<file path="src/rtl/loader_pkg.sv">
// loader_pkg: shared state encoding and byte/word geometry for the program loader.
package loader_pkg;
  typedef enum logic [2:0] {IDLE, LEN_HI, LEN_LO, DATA_HI, DATA_LO, CHECK, DONE, ERROR} state_t;
  localparam int BYTE_W = 8;
  localparam int WORD_BYTES = 2;
endpackage

</file>
<file path="src/rtl/program_loader.sv">
// program_loader: fills program memory from a checksummed byte stream, holding the cpu in reset until success.
module program_loader
  import loader_pkg::*;
#(
  parameter int ADDR_W = 16,
  parameter int DATA_W = WORD_BYTES * BYTE_W,
  parameter int MAX_WORDS = 65536
) (
  input  logic              clk,
  input  logic              rstn,
  input  logic              start,
  input  logic [BYTE_W-1:0] s_data,
  input  logic              s_valid,
  output logic              s_ready,
  output logic              pm_wr_en,
  output logic [ADDR_W-1:0] pm_addr,
  output logic [DATA_W-1:0] pm_wr_data,
  output logic              cpu_hold,
  output logic              busy,
  output logic              done,
  output logic              error,
  output logic [15:0]       words_loaded
);
  state_t state, nxt;
  logic [7:0] len_hi, hi, csum;
  logic [15:0] len, idx, n_hdr;
  logic xfer, restart;
  assign n_hdr = {len_hi, s_data};
  assign busy = state inside {LEN_HI, LEN_LO, DATA_HI, DATA_LO, CHECK};
  assign s_ready = busy;
  assign done = state == DONE;
  assign error = state == ERROR;
  assign cpu_hold = state != DONE;
  assign xfer = s_valid && s_ready;
  assign restart = start && !busy;
  always_comb begin
    nxt = state;
    case (state)
      IDLE, DONE, ERROR: nxt = restart ? LEN_HI : state;
      LEN_HI:  nxt = xfer ? LEN_LO : state;
      LEN_LO:  nxt = !xfer ? state : n_hdr == '0 ? CHECK :
                     {16'b0, n_hdr} > 32'(MAX_WORDS) ? ERROR : DATA_HI;
      DATA_HI: nxt = xfer ? DATA_LO : state;
      DATA_LO: nxt = !xfer ? state : idx + 16'd1 == len ? CHECK : DATA_HI;
      CHECK:   nxt = !xfer ? state : s_data == csum ? DONE : ERROR;
      default: nxt = IDLE;
    endcase
  end
  always_ff @(posedge clk or posedge rstn)
    if (rstn) state <= IDLE;
    else state <= nxt;
  // Write port is registered: the word lands the cycle after its LO byte.
  always_ff @(posedge clk or posedge rstn)
    if (rstn) begin
      len_hi <= '0;
      len <= '0;
      hi <= '0;
      csum <= '0;
      idx <= '0;
      pm_wr_en <= 1'b0;
      pm_addr <= '0;
      pm_wr_data <= '0;
      words_loaded <= '0;
    end else begin
      pm_wr_en <= 1'b0;
      if (restart) begin
        csum <= '0;
        idx <= '0;
        words_loaded <= '0;
      end
      if (xfer) begin
        if (state == LEN_HI) len_hi <= s_data;
        if (state == LEN_LO) len <= n_hdr;
        if (state == DATA_HI) hi <= s_data;
        if (state inside {DATA_HI, DATA_LO}) csum <= csum + s_data;
        if (state == DATA_LO) begin
          pm_wr_en <= 1'b1;
          pm_addr <= ADDR_W'(idx);
          pm_wr_data <= DATA_W'({hi, s_data});
          words_loaded <= words_loaded + 16'd1;
          idx <= idx + 16'd1;
        end
      end
    end
endmodule

</file>
<file path="config.mk">
export PLATFORM = sky130hd
export DESIGN_NAME = program_loader
export DESIGN_NICKNAME = d
export VERILOG_FILES = /design/src/rtl/loader_pkg.sv /design/src/rtl/program_loader.sv
export SDC_FILE = /design/constraint.sdc
export NUM_CORES = 1
export LEC_CHECK = 0
export CAP_MARGIN = 40
export CORE_ASPECT_RATIO = 1.25
export CORE_MARGIN = 1.5
export CORE_UTILIZATION = 45
export DETAILED_ROUTE_END_ITERATION = 12
export PLACE_DENSITY = 0.67
export SLEW_MARGIN = 20
export SYNTH_ARGS = -nofsm -noshare
export SYNTH_HDL_FRONTEND = slang
export SYNTH_SLANG_ARGS = --single-unit
</file>
<file path="constraint.sdc">
create_clock -name clk -period 4.7 [get_ports clk]
set_input_delay 0.94 -clock clk [delete_from_list [all_inputs] [get_ports clk]]
set_output_delay 0.94 -clock clk [all_outputs]
set_load 0.02 [all_outputs]
</file>
* After elaboration in Yosys (flattened, before gate mapping)
Index checks and enable logic that the tools add are counted.
Operators by class: $add $sub $neg 3, eq/ne operators 16, muxes and demuxes 21, reduce and logical (&&, ||, !) cells 13
Operator list (number):
- 16-bit 2-to-1 mux | 6
- 16-bit by 1-bit adder with 16-bit output, second input constant | 2
- 3-bit 2-to-1 mux | 8
- 8-bit 2-to-1 mux | 3
- 3-bit case mux with 6 select lines | 1
- 16-bit equality test | 1
- 16-bit logical NOT | 1
- 3-bit equality test, second input constant | 4
- 2-bit != test, second input constant | 6
- 8-bit adder | 1
- 8-bit equality test | 1
- 2-bit AND reduction | 4
- 3-bit by 2-bit equality test with 1-bit output, second input constant | 2
- 6-bit AND reduction | 1
- 5-bit nonzero test | 1
- 3-bit by 1-bit equality test with 1-bit output, second input constant | 1
- 3-bit logical NOT | 1
- 1-bit 2-to-1 mux | 3
- 3-bit != test, second input constant | 1
- 3-bit OR reduction | 1
- 1-bit logical AND | 2
- 2-bit nonzero test | 1
- 1-bit logical NOT | 1
Storage, ports and cells: register bits 108, input bits 12, output and inout port bits 54, logic and storage cells 63

* Longest topological paths before layout
depth after elaboration 7, gate-level depth with buffers 9, gate-level depth less buffers 9

* Least setup slack after synthesis
No wires, ideal clock.
path kind input -> register, start point in s_data[1], end point reg csum[7], library setup time 0.079 ns, data arrival time 2.468 ns, data required time 4.621 ns, slack 2.153 ns, stages 7, buffers on the path 0, cells stage by stage ha_1 a21o_1 a21oi_1 o21ai_0 o41ai_1 mux2i_1 mux2i_1
Between the ends: cells in the longest elaborated chain, start to end 3
RTL lines:
- start: declaration | RTL line program_loader.sv:12 | input logic [BYTE_W-1:0] s_data,
- 8-bit adder | RTL line program_loader.sv:75 | if (state inside {DATA_HI, DATA_LO}) csum <= csum + s_data;
- 8-bit 2-to-1 mux | RTL line program_loader.sv:75
- 8-bit 2-to-1 mux | RTL line program_loader.sv:71 | if (xfer) begin
- end signal: assignment | RTL line program_loader.sv:75
- end: declaration | RTL line program_loader.sv:25 | logic [7:0] len_hi, hi, csum;
Every way passes these cells. A chain may end at the register's enable or synchronous reset.

* Final worst setup path
start point reg state[1], end point out s_ready
Between the ends: cells in the longest elaborated chain, start to end 2, elaborated cells between the ends (all ways) 6, classes of those cells eq/ne: 5; reduce/logical: 1
RTL lines:
- start: declaration | RTL line program_loader.sv:24 | state_t state, nxt;
- start signal: assignment | RTL line program_loader.sv:51 | else state <= nxt;
- 3-bit by 1-bit equality test with 1-bit output (tied with other cells) | RTL line program_loader.sv:29 | assign busy = state inside {LEN_HI, LEN_LO, DATA_HI, DATA_LO, CHECK};
- 5-bit nonzero test (*) | RTL line program_loader.sv:29
- end: declaration | RTL line program_loader.sv:14 | output logic s_ready,
Mark *: on every way between the ends. The rest lies on a longest branch, timed or not.

==> summary.md <==
| Metric | Value |
|---|---|
| FF+latch area | 2700 um^2 |
| Setup TNS | 0 ns |
| DRT Pass-1 Iters | 4 |
| Starting density of the core | 0.464 |
| DRC viols | 0 |
| Number of setup buffers added after CTS | 0 |
| Die area | 12,800 um^2 |
| Die Y | roughly 130 um |
| HPWL after detailed placement | 8430 um |
| Syn Inst Count | 564 |
| Outcome | finished clean |
| Critical path startpoint category | flip-flop |
| Fin crit period | between 2 and 3 ns |
| GRT Overall Usage | 0.202 |
| Maximum capacitance violations | 0 |
| Endpoint type of the worst setup path | output pin |
| P_leak | 2.92 nW |
| Final antenna-violating net count | 0 |
| Clock skew | 0.00519 ns |
| Multi-input logic area | between 2000 and 3000 um^2 |
| Mean area per synthesized cell | around 9.6 um^2 |
| TritonCTS clock tree | yes |
| Critical Path Start | state[1]$_DFFE_PP0P_ |
| Max Fclk | 0.339 GHz |
| TritonCTS Buffers | 9 |
| Post-synthesis cell type count | 59 |
| Register area share after synthesis | 0.497 |
| CP required | 3.76 ns |
| Die width | around 100 um |
| RSZ-0062 raised after global routing | false |
| H-tree depth | 3 |
| Layout Nets | 639 |
| Placeable Area | ~12,000 um^2 |
| WL per Instance | 15.6 um |
| Port buffer count | 65 |
| Post-Syn Area | 5440 um^2 |
| RePlAce Congestion | 0.821 |
| Most numerous cell in the Yosys netlist | nand2_1 |
| Sink Count | 108 |
| I/O pins | 66 |
| Std-Cell Rows | 44 |
| First-pass GRT wire length | 20,500 um |
| Antenna violations before repair | 0 |
| Final hold vios | 0 |
| Finished Core Util | 0.557 |
| Post-DP Area | 6190 um^2 |
| Yosys top cell by area | dfrtp_1 |
| Finish-stage setup viols | 0 |
| CTS resizes | 0 |
| Ys flop type | dfrtp_1 |
| Pin count of the biggest net entering global routing | 63 |
| Root Driver | clkbuf_16 |
| Crit share post-route | 0.627 |
| Number of synthesized flops with an enable pin | 0 |
| Overall Power | 0.00327 W |
| Vias per inst | 5.48 |
| Crit path DAT | 2.01 ns |
| Min-Delay Startpoint | pm_addr[13]$_DFFE_PP0P_ |
| Worst-path clk slew | 0.07 ns |
| Max clock buf depth | 2 |
| Ys Warns | 0 |
| Ranking of synthesized cells by area | dfrtp_1 50%, nand2_1 9.0%, mux2_2 6.4%, o21ai_0 3.9%, xnor2_1 2.6% |
| R2r startpoint | idx[0]$_DFF_PP0_ |
| Flops & latches, synth | 108 |
| Final Hold Slack | 0.473 ns |
| Most common library cells after synthesis | 131 x nand2_1, 108 x dfrtp_1, 42 x o21ai_0 |
| Starting DRT DRC Count | 190 |
| Max VDD drop | 0.306 mV |
| Worst hold-check path type | reg -> reg |
| Total grt overflow | 0 |
| Critical path type | reg -> out |
| Area growth from synthesis to layout | 20.0% |
| Via count | between 4k and 5k |
| Post-synth net total | 586 |
| CTS hold repair buffers | 0 |
| Post-synth ARST share | 1.00 |
| Worst slew pin tran | 0.840 ns |
| Top cell type's share of synthesized area | 0.497 |
| Antenna diodes | 0 |
| Design area | 6530 um^2 |
| Layout cell share with drive strength beyond 1 | 0.108 |
| Max Slew Vio Count | 0 |
| DRT Wirelength | roughly 12,000 um |
| Number of global-route vias before repair | ~4.3k |
| Number of fill cells in the layout | 1,062 |
| Clock Latency Late Sink | about 0.35 ns |
| Crit Path Max Fanout | 11 |
| PwrDens | 500 nW/um^2 |
| Slew headroom | 0.438 |
[placed cells by master, fill, tap and decap left out, drive strengths merged, types with 9 or more instances in the layout]
cell type,instances
nor4,10
inv,16
a21oi,14
xor2,12
xnor2,16
mux2,31
clkdlybuf4s50,65
nand3,18
nor2,29
nand2,131
clkbuf,10
o21ai,42
nand4,10
dfrtp,108
ha,9
[worst paths after layout]
check                      depth (start not counted)  slack, ns                 endpoint
hold / removal                                     2       0.47  pm_addr[13]$_DFFE_PP0P_
setup reg to reg                                   7       2.11     state[1]$_DFFE_PP0P_
min in group asynchronous                          2       0.88   pm_addr[8]$_DFFE_PP0P_
setup / recovery                                   3       1.75                  s_ready
max in group asynchronous                          4       2.94    len_hi[0]$_DFFE_PP0P_
hold reg to reg                                    2       0.47  pm_addr[13]$_DFFE_PP0P_
[layer usage]
| metal | part of all wire | wire length, um | track usage |
|---|---|---|---|
| met4 | 0.031 | 374 | 0.0833 |
| met5 | 0 | 0 | 0 |
| met1 | 0.44 | 5440 | 0.261 |
| met3 | 0.030 | 369 | 0.0305 |
| met2 | 0.49 | 6050 | 0.337 |
[stage by stage]
step,worst slack [ns],std cells
CTS,1.75,781
floorplan,0.914,564
detailed placement,1.40,765
global placement,1.47,765
finish,1.75,783
global route,1.49,783
[critical path: stages (launching register included)]
cell and delay (ns):
dfrtp_1 0.50, and2_1 0.25, nor2_1 0.24, clkdlybuf4s50_1 0.67
[cell type report]
| type | instances | area share |
|---|---|---|
| clock buffer | 9 | 0.0345 |
| clock inverter | 7 | 0.0117 |
| multi-input combinational | 410 | 0.388 |
| inverter | 15 | 0.00901 |
| sequential | 108 | 0.414 |
| timing repair buffer | 73 | 0.112 |
| tap | 161 | 0.0309 |
[logic make-up (layout without fill, tap and decap cells)]
group | after synthesis | count (layout) | share of synthesized area
compound gates | 92 | 92 | 0.103
buf+inv | 46 | 104 | 0.0368
xor+xnor | 28 | 28 | 0.0451
flops | 108 | 108 | 0.497
simple gates | 242 | 242 | 0.216
mux | 38 | 38 | 0.0771
fa+ha+maj | 10 | 10 | 0.0244
[state kept, by name, summed over array words and instances (netlist names)]
register      cells
pm_wr_en          1
len_hi            8
idx              16
pm_addr          16
pm_wr_data       16
words_loaded     16
hi                8
csum              8
state             3
len              16
[power breakdown]
part / internal [W] / switching, W / leakage [nW]
clock network: 0.000416 / 0.000352 / 0.142
registers: 0.00118 / 0.000218 / 1.42
logic: 0.000542 / 0.000557 / 1.35
No activity file was read; power rests on OpenSTA's default activity.
